**config.mk**
```make
export PLATFORM = sky130hd
export DESIGN_NAME = pipelined_alu_param
export DESIGN_NICKNAME = d
export VERILOG_FILES = /design/src/rtl/pipelined_alu_param.sv
export SDC_FILE = /design/constraint.sdc
export NUM_CORES = 1
export LEC_CHECK = 0
export CAP_MARGIN = 20
export CORE_ASPECT_RATIO = 0.8
export CORE_UTILIZATION = 52
export CTS_CLUSTER_DIAMETER = 40
export DETAILED_ROUTE_END_ITERATION = 8
export PLACE_DENSITY_LB_ADDON = 0.3
export SETUP_SLACK_MARGIN = 0.15
export SLEW_MARGIN = 20
export SYNTH_ARGS = -nofsm -noshare
export SYNTH_HDL_FRONTEND = slang
export SYNTH_SLANG_ARGS = --single-unit
```
**constraint.sdc**
```tcl
create_clock -name clk -period 5.12 [get_ports clk]
set_input_delay 1.28 -clock clk [delete_from_list [all_inputs] [get_ports clk]]
set_output_delay 1.28 -clock clk [all_outputs]
set_load 0.01 [all_outputs]
```
**src/rtl/pipelined_alu_param.sv**
```systemverilog
// ============================================================================
// Module   : pipelined_alu_param
// Purpose  : Registered ALU (ADD/SUB/AND/OR/XOR/ACC/CLRACC) behind a
//            one-deep valid/ready output register.
// Revision : 1.0 - initial release
// ============================================================================
`default_nettype none

module pipelined_alu_param #(
   parameter int WIDTH  = 4,
   parameter bit ACC_EN = 1'b1
) (
   input  logic             clk,
   input  logic             reset,
   input  logic             in_valid,
   output logic             in_ready,
   input  logic [WIDTH-1:0] a,
   input  logic [WIDTH-1:0] b,
   input  logic             cin,
   input  logic [2:0]       op,
   output logic             out_valid,
   input  logic             out_ready,
   output logic [WIDTH-1:0] result,
   output logic             cout,
   output logic             ovf,
   output logic             zero,
   output logic             neg,
   output logic             err,
   output logic [WIDTH-1:0] acc_out
);

   localparam logic [2:0] c_op_add = 3'b000;
   localparam logic [2:0] c_op_sub = 3'b001;
   localparam logic [2:0] c_op_and = 3'b010;
   localparam logic [2:0] c_op_or  = 3'b011;
   localparam logic [2:0] c_op_xor = 3'b100;
   localparam logic [2:0] c_op_acc = 3'b101;
   localparam logic [2:0] c_op_clr = 3'b110;

   logic             r_out_valid;
   logic [WIDTH-1:0] r_result;
   logic             r_cout;
   logic             r_ovf;
   logic             r_zero;
   logic             r_err;
   logic [WIDTH-1:0] r_acc;

   logic             w_in_ready;
   logic             w_accept;
   logic [WIDTH-1:0] w_x;
   logic [WIDTH-1:0] w_y;
   logic             w_c;
   logic [WIDTH:0]   w_sum;
   logic [WIDTH-1:0] w_res;
   logic             w_arith;
   logic             w_err;
   logic             w_acc_wr;
   logic [WIDTH-1:0] w_acc_nxt;
   logic             w_cout;
   logic             w_ovf;

   assign w_in_ready = !r_out_valid || out_ready;
   assign w_accept   = in_valid && w_in_ready;

   // One shared adder: SUB feeds ~b with inverted borrow, ACC feeds acc+a.
   always_comb begin
      w_x = a;
      w_y = b;
      w_c = cin;
      if (op == c_op_sub) begin
         w_y = ~b;
         w_c = !cin;
      end else if (op == c_op_acc) begin
         w_x = r_acc;
         w_y = a;
      end
   end

   assign w_sum = {1'b0, w_x} + {1'b0, w_y} + {{WIDTH{1'b0}}, w_c};

   always_comb begin
      w_res     = '0;
      w_arith   = 1'b0;
      w_err     = 1'b0;
      w_acc_wr  = 1'b0;
      w_acc_nxt = r_acc;
      case (op)
         c_op_add, c_op_sub: begin
            w_res   = w_sum[WIDTH-1:0];
            w_arith = 1'b1;
         end
         c_op_and: w_res = a & b;
         c_op_or:  w_res = a | b;
         c_op_xor: w_res = a ^ b;
         c_op_acc: begin
            if (ACC_EN) begin
               w_res     = w_sum[WIDTH-1:0];
               w_arith   = 1'b1;
               w_acc_wr  = 1'b1;
               w_acc_nxt = w_sum[WIDTH-1:0];
            end else begin
               w_err = 1'b1;
            end
         end
         c_op_clr: begin
            if (ACC_EN) begin
               w_acc_wr  = 1'b1;
               w_acc_nxt = '0;
            end else begin
               w_err = 1'b1;
            end
         end
         default: w_err = 1'b1;
      endcase
   end

   assign w_cout = w_arith && w_sum[WIDTH];
   assign w_ovf  = w_arith && (w_x[WIDTH-1] == w_y[WIDTH-1])
                           && (w_sum[WIDTH-1] != w_x[WIDTH-1]);

   always_ff @(posedge clk or posedge reset) begin
      if (reset) begin
         r_out_valid <= 1'b0;
         r_result    <= '0;
         r_cout      <= 1'b0;
         r_ovf       <= 1'b0;
         r_zero      <= 1'b0;
         r_err       <= 1'b0;
         r_acc       <= '0;
      end else begin
         if (w_accept) begin
            r_out_valid <= 1'b1;
            r_result    <= w_res;
            r_cout      <= w_cout;
            r_ovf       <= w_ovf;
            r_zero      <= (w_res == '0);
            r_err       <= w_err;
            if (w_acc_wr) begin
               r_acc <= w_acc_nxt;
            end
         end else if (out_ready) begin
            r_out_valid <= 1'b0;
         end
      end
   end

   assign in_ready  = w_in_ready;
   assign out_valid = r_out_valid;
   assign result    = r_result;
   assign cout      = r_cout;
   assign ovf       = r_ovf;
   assign zero      = r_zero;
   assign neg       = r_result[WIDTH-1];
   assign err       = r_err;
   assign acc_out   = r_acc;

endmodule

`default_nettype wire

```
==> results of run 1 <==
-- cells in the mapped netlist, drive strengths merged (4+ instances only) --
library cell	instances	area (sq um)
o21ai	5	25.0
a31oi	4	25.0
inv	17	63.8
buf	7	52.5
ha	11	138
nor2	8	30.0
mux2	5	60.1
dfrtp	13	325
nor2b	6	37.5
o2bb2ai	4	35.0
a21oi	9	45.0
nand2	13	48.8
-- worst reg2reg max path, delay by kind of cell (launching register included) --
family                     cells  cell delay (ns)
adders and majority gates      2             0.85
AOI/OAI and AO/OA              3             0.52
DFF                            1             0.41
muxes                          1             0.29
and+or+nand+nor                2             0.25
buffers and inverters          1             0.08
-- state kept, by name (all words and copies together), names as in the netlist --
| register | cells |
|---|---|
| acc_out | 4 |
| result | 4 |
| cout | 1 |
| err | 1 |
| out_valid | 1 |
| ovf | 1 |
| zero | 1 |
-- metrics by stage --
step                      cell area [sq um]  std cells  hold slack (ns)  worst slack (ns)
after floorplan                        1180        137            0.511              1.30
after global placement                 1460        184            0.467             0.627
after detailed placement               1460        184            0.469             0.523
after CTS                              1490        188            0.491             0.823
after global routing                   1490        188            0.529             0.587
final                                  1490        188            0.486             0.812
-- report_power, final --
group	leakage (uW)	switching (uW)	internal, uW	total (uW)
logic	0.000513	85.5	105	190
clock network	0.0000177	34.6	29.0	63.7
registers	0.000158	18.6	125	143
total	0.000689	139	259	397
-- final cells by class --
| type | count | area [sq um] | share of cell area |
|---|---|---|---|
| Timing Repair Buffer | 32 | 315 | 0.212 |
| Tap cell | 25 | 31.3 | 0.0210 |
| Multi-Input combinational cell | 97 | 724 | 0.487 |
| Inverter | 17 | 63.8 | 0.0429 |
| Clock buffer | 3 | 22.5 | 0.0151 |
| Sequential cell | 13 | 325 | 0.219 |
| Clock inverter | 1 | 5.00 | 0.00336 |
-- cells by family after synthesis --
| family | count (synthesis) | synth area share |
|---|---|---|
| DFF | 13 | 0.276 |
| AOI/OAI and AO/OA | 37 | 0.213 |
| adders and majority gates | 13 | 0.151 |
| muxes | 8 | 0.0765 |
| and+or+nand+nor | 35 | 0.146 |
| buffers and inverters | 27 | 0.108 |
| xor gates and xnor gates | 4 | 0.0298 |
-- worst max path at each step --
stage	start	end	slack, ns	depth (start not counted)
2_1_floorplan	op[1]	zero$_DFFE_PP0P_	1.30	13
3_3_place_gp	op[2]	zero$_DFFE_PP0P_	0.63	12
3_5_place_dp	op[2]	zero$_DFFE_PP0P_	0.52	12
4_1_cts	op[2]	zero$_DFFE_PP0P_	0.82	12
5_1_grt	op[2]	zero$_DFFE_PP0P_	0.59	12
6_report	op[2]	zero$_DFFE_PP0P_	0.81	12
-- layer usage --
layer  track usage  up-vias  part of all wire
li1              -      525                 -
met1         0.292      455              0.48
met2         0.325       40              0.45
met3        0.0643        3             0.073
met4        0.0300        0            0.0021
met5             0        -                 0
==> results by group, run 1 <==
Drt
  – Final WL: 2.43 mm
  – Final ANT Viol Nets: 0
  – Routed vias/inst: 5.44
  – Number of iterations in the first detailed-routing pass: 4
  – Avg WL per Cell: approximately 13 um
  – Via count: 1023
  – Post-route DRC: 0
  – Drt initial violations: between 40 and 50

Timing
  – Worst-margin pin slew: 0.482 ns
  – Setup_tns: 0 ns
  – Period utilisation layout: 0.841
  – Fmax: 0.232 GHz
  – Final slew viol count: 0
  – Slew headroom: 0.678
  – Final Setup Violations: 0
  – RSZ-0062 raised after global routing: no
  – Clock skew: about 0.0048 ns
  – Tmin final: 4.31 ns
  – Fin. Hold Viols: 0

Critical path
  – Flop2flop setup slack: 2.61 ns
  – Critical Path RT: 5.30 ns
  – Worst R2R Start: acc_out[0]$_DFFE_PP0P_
  – FF-to-FF path depth: 9
  – Critical path's slowest cell: clkdlybuf4s50_1
  – Largest delay contributor family on the critical path: buffers and inverters
  – Crit. End Element: register
  – Critical path fanouts, max: 10
  – Most common cell on crit path: fa_1
  – FF-to-FF End: zero$_DFFE_PP0P_
  – Setup crit start kind: input port
  – CP peak stage delay: 0.69 ns
  – Critical-path cell list: clkdlybuf4s50_1 -> inv_2 -> or2_1 -> mux2_2 -> fa_1 -> inv_1 -> fa_1 -> nor2b_1 -> a21oi_1 -> o22ai_1 -> nor2_1 -> a32o_1
  – Critical path class: input port to register
  – Bufs and invs on worst path: 3
  – CP Data Arrival Time: ~4.5 ns

Logic synthesis
  – Post-synth EDFFs: 0
  – Cells after synthesis: 137
  – Seq/Total Area, Yosys: 0.276
  – Post-Syn Nets: 166
  – Mean post-synth cell area: ~8.6 sq um
  – Mapped Area: about 1200 sq um
  – Ys flop type: dfrtp_1
  – Synth cell types: 38
  – Fraction of registers with async set/reset: 1.00
  – Number of synthesized register bits: 13
  – Yosys warnings: 0

Min path
  – Min-Delay Startpoint: result[0]$_DFFE_PP0P_
  – Hold Crit Depth: 2
  – Endpoint, Worst Hold: result[0]$_DFFE_PP0P_
  – Type of the most critical hold path: register to register

CTS
  – Clock sinks: 13
  – Num CTS Buffers: 3
  – Post-CTS setup buffers: 0
  – Maximum clock insertion buffer count: 2
  – Clk root buf: clkbuf_4
  – Cts repair resizes: 0
  – Register clock-pin slew on the reported worst setup and hold paths: 0.08 ns
  – Clock H-tree levels: 1
  – TritonCTS clock tree: built
  – Post-CTS Hold Fix Bufs: 0
  – Clk_lat worst skew: roughly 0.28 ns

Power and ir drop
  – Peak supply drop: 0.000219 V
  – Pwr/cell area: 267 nW/um^2
  – Pwr Total: a little under 400 uW
  – Leakage power: 0.000689 uW

Cells and area
  – Commonest cells after routing, fill and taps aside: clkdlybuf4s50_1, inv_1, nand2_1, dfrtp_1, ha_1
  – Most common cell after layout, fill and taps aside: clkdlybuf4s50_1
  – Final core occ: 0.695
  – Synth-to-layout area growth: 26.4%
  – Layout cells sized above 1: 0.0859
  – Ant. Diodes: 0
  – Fill cells: ~180
  – Nets: just under 200

Floorplanning
  – Die width: ~55 um
  – Die Area: 2460 sq um
  – Initial core utilization: 0.550
  – I/O pin count: 31
  – Core area: 2140 sq um
  – DIE HEIGHT: 44.6 um
  – Rows: 15

Global route
  – Vias in the first global route: approximately 890
  – First-pass GRT wire length: 4.06 mm
  – GRT Util Overall: 0.208
  – Gr ovfl total: 0
  – Initial antenna violation count: 0
  – Largest net degree at the start of global routing: 20

Place
  – DPL Wire Length: 1.89 mm
  – Global placement routability congestion: 0.844
  – Port Buf Inserts: 30

Run status
  – Outcome: complete, no violations

Flow run
  – Maxcap violations: 0
Note: power is estimated with default switching activity, not from simulation.
==> inputs of run 2 (changes only) <==
--- a/config.mk
+++ b/config.mk
@@ -7,7 +7,7 @@
 export LEC_CHECK = 0
 export CAP_MARGIN = 20
 export CORE_ASPECT_RATIO = 0.8
-export CORE_UTILIZATION = 52
+export CORE_UTILIZATION = 44
 export CTS_CLUSTER_DIAMETER = 40
 export DETAILED_ROUTE_END_ITERATION = 8
 export PLACE_DENSITY_LB_ADDON = 0.3
==> constraint.sdc (replaced) <==
create_clock -name clk -period 3.95 [get_ports clk]
set_input_delay 0.9875 -clock clk [delete_from_list [all_inputs] [get_ports clk]]
set_output_delay 0.9875 -clock clk [all_outputs]
set_load 0.01 [all_outputs]
==> run 2 against run 1 <==
- non-clock buffer count is 4 higher
- register-to-register slack worse by 1.2 ns
- highest routed layer unchanged
- critical path type unchanged
- sequential power is 30% higher
- count of clock-buffer cells in the layout is 1 higher
- wire length rose by 11%
- critical path depth stayed put
- hold slack gained 0.0020 ns
- core utilization decreased by 7.8 points
- design area is 3.0% higher
==> results by group, run 2 (synthesis results as in run 1) <==
Drt
  – Final WL: about 2.7 mm
  – Final ANT Viol Nets: 0
  – Avg WL per Cell: 13.3 um
  – Post-route DRC: 0
  – Via count: 1062
  – Number of iterations in the first detailed-routing pass: 4
  – Routed vias/inst: 5.23
  – Drt initial violations: 40

Floorplanning
  – Die Area: 2890 sq um
  – Rows: 16
  – Initial core utilization: 0.474
  – Die width: 59.8 um
  – Core area: around 2500 sq um
  – I/O pin count: 31
  – DIE HEIGHT: 48.3 um

Critical path
  – Worst R2R Start: acc_out[0]$_DFFE_PP0P_
  – FF-to-FF path depth: 9
  – Flop2flop setup slack: 1.46 ns
  – Critical path fanouts, max: 2
  – Critical Path RT: 4.13 ns
  – FF-to-FF End: zero$_DFFE_PP0P_
  – Setup crit start kind: input port
  – Crit. Startpoint: op[0]
  – Setup crit end: zero$_DFFE_PP0P_
  – Crit. End Element: register
  – Critical path class: input port to register
  – CP Data Arrival Time: 3.79 ns

CTS
  – Maximum clock insertion buffer count: 2
  – Num CTS Buffers: 3
  – Register clock-pin slew on the reported worst setup and hold paths: ~0.080 ns
  – Post-CTS setup buffers: 0
  – Clock sinks: 13
  – Clk root buf: clkbuf_4
  – Clock H-tree levels: 1
  – Clk_lat worst skew: between 0.2 and 0.3 ns
  – TritonCTS clock tree: built

Power and ir drop
  – Internal power: approximately 340 uW
  – Flop pwr share: 0.355
  – Switch Pwr: between 150 and 200 uW
  – Pwr/cell area: 342 nW/um^2
  – Logic pwr share: 0.479
  – Sw Ratio: 0.350
  – Leakage power: 0.000706 uW
  – Clock power share: 0.166
  – Peak supply drop: 0.000171 V

Flow run
  – Maxcap violations: 0

Timing
  – Fin. Hold Viols: 0
  – Clock skew: 0.000526 ns
  – Post-route worst setup slack: 0.348 ns
  – Period utilisation layout: 0.912
  – Final slew viol count: 0
  – Worst-margin pin slew: 0.502 ns
  – Fmax: 0.278 GHz
  – Tmin final: 3.60 ns
  – Slew headroom: 0.664
  – Setup_tns: 0 ns
  – Final Setup Violations: 0
  – RSZ-0062 raised after global routing: no

Min path
  – Type of the most critical hold path: register to register

Global route
  – Initial antenna violation count: 0
  – Gr ovfl total: 0
  – First-pass GRT wire length: 4.23 mm
  – GRT Util Overall: 0.202
  – Largest net degree at the start of global routing: 20
  – Vias in the first global route: 957

Place
  – DPL Wire Length: 2.15 mm
  – Pre-CTS setup slack: around 0.008 ns
  – Post-DP Area: 1500 sq um
  – Port Buf Inserts: 30
  – Global placement routability congestion: 0.796

Cells and area
  – Layout cells sized above 1: 0.108
  – Most common cell after layout, fill and taps aside: clkdlybuf4s50_1
  – Commonest cells after routing, fill and taps aside: clkdlybuf4s50_1, inv_1, nand2_1, dfrtp_1, ha_1
  – Ant. Diodes: 0
  – Fill cells: 233
  – Nets: roughly 200
  – Fin area: 1530 sq um
  – Synth-to-layout area growth: 30.2%
  – Final core occ: 0.617

Run status
  – Outcome: complete, no violations
## run 2: critical path: stages
cell and delay, ns:
clkdlybuf4s50_1 0.53, nand2b_4 0.06, or2_1 0.23, mux2_2 0.29
fa_1 0.44, inv_1 0.08, fa_1 0.44, nor2b_2 0.14
a21oi_1 0.05, o22ai_1 0.21, nor2_1 0.07, a32o_1 0.25
## run 2: layer usage
metal	share of wire	wire length, um	GRT usage	vias to the layer above
met3	0.035	93	0.0504	2
met5	0	0	0	-
li1	-	-	-	528
met2	0.49	1310	0.340	24
met1	0.47	1280	0.272	508
met4	0.0052	14	0.0279	0
## run 2: repair_timing
action | 4_1_cts | 5_1_grt
hold endpoints to repair | 0 | 0
gates resized for setup | 0 | 1
hold buffers | 0 | 0
endpoints found under the setup margin | 0 | 1
## run 2: how the worst min path moves through the flow
stage | slack (ns) | endpoint | startpoint | depth (start not counted)
after floorplan | 0.51 | cout$_DFFE_PP0P_ | cout$_DFFE_PP0P_ | 2
after global routing | 0.53 | zero$_DFFE_PP0P_ | zero$_DFFE_PP0P_ | 1
after CTS | 0.49 | result[0]$_DFFE_PP0P_ | result[0]$_DFFE_PP0P_ | 2
final | 0.49 | result[0]$_DFFE_PP0P_ | result[0]$_DFFE_PP0P_ | 2
after detailed placement | 0.48 | cout$_DFFE_PP0P_ | cout$_DFFE_PP0P_ | 2
after global placement | 0.46 | err$_DFFE_PP0P_ | err$_DFFE_PP0P_ | 2
## run 2: metrics by stage
stage | std cells | total power (uW) | hold WS [ns]
finish | 203 | 524 | 0.488
global route | 203 | 562 | 0.526
CTS | 203 | 525 | 0.488
detailed placement | 199 | 440 | 0.475
global placement | 199 | 432 | 0.464
floorplan | 137 | 329 | 0.511
## run 2: final cells by class
| cell class | count | area [sq um] | area share |
|---|---|---|---|
| multi-input combinational | 97 | 727 | 0.474 |
| timing repair buffer | 36 | 345 | 0.225 |
| sequential | 13 | 325 | 0.212 |
| inverter | 17 | 63.8 | 0.0416 |
| tap | 36 | 45.0 | 0.0294 |
| clock buffer | 4 | 26.3 | 0.0171 |
## run 2: power groups by stage
stage,Combinational (uW),Sequential (uW),Clock (uW)
after floorplan,132,197,0
after global placement,244,188,0
after detailed placement,250,189,0
after CTS,251,187,86.7
after global routing,278,192,92.6
final,251,186,86.7
==> inputs of run 3 (changes only) <==
--- a/config.mk
+++ b/config.mk
@@ -7,10 +7,11 @@
 export LEC_CHECK = 0
 export CAP_MARGIN = 20
 export CORE_ASPECT_RATIO = 0.8
-export CORE_UTILIZATION = 44
+export CORE_UTILIZATION = 56
 export CTS_CLUSTER_DIAMETER = 40
 export DETAILED_ROUTE_END_ITERATION = 8
-export PLACE_DENSITY_LB_ADDON = 0.3
+export DONT_BUFFER_PORTS = 1
+export PLACE_DENSITY = 0.75
 export SETUP_SLACK_MARGIN = 0.15
 export SLEW_MARGIN = 20
 export SYNTH_ARGS = -nofsm -noshare
==> run 3 against run 2 <==
- via count down 11%
- final cell count fell by 24%
- global-route usage increased by 4.2 points
- count of clock-buffer cells in the layout did not move
- first-iteration DRC count decreased by 18%
- critical endpoint unchanged
- largest cell class unchanged
==> results by group, run 3 (synthesis results as in run 1) <==
Critical path
  – Critical path class: input port to register
  – FF-to-FF path depth: 9
  – Worst R2R Start: acc_out[0]$_DFFE_PP0P_
  – CP Data Arrival Time: 3.49 ns
  – Flop2flop setup slack: 1.37 ns
  – FF-to-FF End: zero$_DFFE_PP0P_
  – Critical Path RT: 4.11 ns
  – Critical path fanouts, max: 19
  – Crit. End Element: register
  – Setup crit start kind: input port

Power and ir drop
  – Peak supply drop: 0.000236 V
  – Pwr/cell area: around 370 nW/um^2
  – Leakage power: 0.000561 uW

Floorplanning
  – DIE HEIGHT: 43.0 um
  – Core area: 1930 sq um
  – Initial core utilization: 0.611
  – Die Area: 2290 sq um
  – I/O pin count: 31
  – Die width: 53.3 um
  – Rows: 14

Min path
  – Min-Delay Startpoint: err$_DFFE_PP0P_
  – Hold Crit Depth: 2
  – Type of the most critical hold path: register to register
  – Endpoint, Worst Hold: err$_DFFE_PP0P_

Timing
  – Worst-margin pin slew: 0.489 ns
  – Period utilisation layout: 0.843
  – Setup_tns: 0 ns
  – Fmax: 0.300 GHz
  – Post-route worst setup slack: 0.621 ns
  – Fin. Hold Viols: 0
  – RSZ-0062 raised after global routing: no
  – Tmin final: 3.33 ns
  – Worst Hold Slack: 0.558 ns
  – Final Setup Violations: 0
  – Clock skew: 0.00577 ns
  – Final slew viol count: 0
  – Slew headroom: 0.673

Drt
  – Final ANT Viol Nets: 0
  – Routed vias/inst: 6.08
  – Number of iterations in the first detailed-routing pass: 4
  – Final WL: 2.45 mm
  – Via count: about 940
  – Avg WL per Cell: around 16 um
  – Post-route DRC: 0
  – Drt initial violations: 33

Cells and area
  – Final core occ: 0.607
  – Post-Layout Cell Count: about 160
  – Fill cells: 154
  – Layout cells sized above 1: 0.0840
  – Nets: around 160
  – Ant. Diodes: 0
  – Synth-to-layout area growth: -0.638%
  – Commonest cells after routing, fill and taps aside: inv_1, nand2_1, dfrtp_1
  – Most common cell after layout, fill and taps aside: inv_1

Global route
  – Largest net degree at the start of global routing: 21
  – GR Util met2: 0.390
  – Met3 usage: 0.0968
  – Gr ovfl total: 0
  – Initial antenna violation count: 0
  – Met1 global-route usage: 0.321
  – GRT Util Overall: 0.244
  – Vias in the first global route: slightly below 900
  – Most Crowded Layer GR: met2
  – First-pass GRT wire length: 3.99 mm

CTS
  – Cts repair resizes: 0
  – Post-CTS setup buffers: 0
  – TritonCTS clock tree: built
  – Clock sinks: 13
  – Clk_lat worst skew: 0.27 ns
  – Register clock-pin slew on the reported worst setup and hold paths: 0.07 ns
  – Clock H-tree levels: 1
  – Maximum clock insertion buffer count: 2
  – Clk root buf: clkbuf_4
  – Post-CTS Hold Fix Bufs: 0
  – Num CTS Buffers: 3

Place
  – Global placement routability congestion: 0.969
  – Placed cells: approximately 150
  – Port Buf Inserts: 0
  – Pre-CTS setup slack: roughly 0.35 ns
  – DPL Wire Length: 1.94 mm

Flow run
  – Maxcap violations: 0

Run status
  – Outcome: complete, no violations
==> run 3: changes by cell type in the layout (fill, tap and decap cells not counted) <==
cell and change:
clkdlybuf4s50_1 -30, buf_4 -6, nor2b_1 +1, nor2b_2 -1
==> run 3: through the flow <==
step / cell area [sq um] / power (uW)
after detailed placement: 1140 / 349
after global placement: 1140 / 345
final: 1170 / 428
after floorplan: 1180 / 329
after CTS: 1170 / 429
after global routing: 1170 / 458
==> run 3: where the power goes <==
group	internal [uW]	leakage, uW	switching, uW
clock network	39.0	0.0000150	41.2
registers	162	0.000158	43.8
logic	70.3	0.000388	71.7
total	271	0.000561	157
==> run 3: worst max-delay path by stage <==
stage,from,endpoint,slack (ns)
5_1_grt,op[1],zero$_DFFE_PP0P_,0.51
4_1_cts,op[1],zero$_DFFE_PP0P_,0.63
3_3_place_gp,op[1],zero$_DFFE_PP0P_,0.45
2_1_floorplan,op[1],zero$_DFFE_PP0P_,0.42
3_5_place_dp,op[1],zero$_DFFE_PP0P_,0.35
6_report,op[1],zero$_DFFE_PP0P_,0.62
==> run 3: layout make-up <==
class	count	area [sq um]	share of cell area
clock buffers	4	26.3	0.0225
inverters	17	63.8	0.0545
multi-input cells	97	724	0.619
flip-flops and latches	13	325	0.278
well taps	24	30.0	0.0257
==> run 3: per-layer routing <==
layer	share of wire	wire length, um
met4	0	0
met2	0.48	1190
met5	0	0
met1	0.45	1090
met3	0.069	168
==> run 3: worst max-delay path, cell delays in order <==
cell and delay, ns:
nand2b_4 0.17, or2_1 0.29, mux2_2 0.32, fa_1 0.45
inv_1 0.09, fa_1 0.42, nor2b_1 0.15, a21oi_1 0.06
o22ai_1 0.22, nor2_1 0.07, a32o_1 0.25
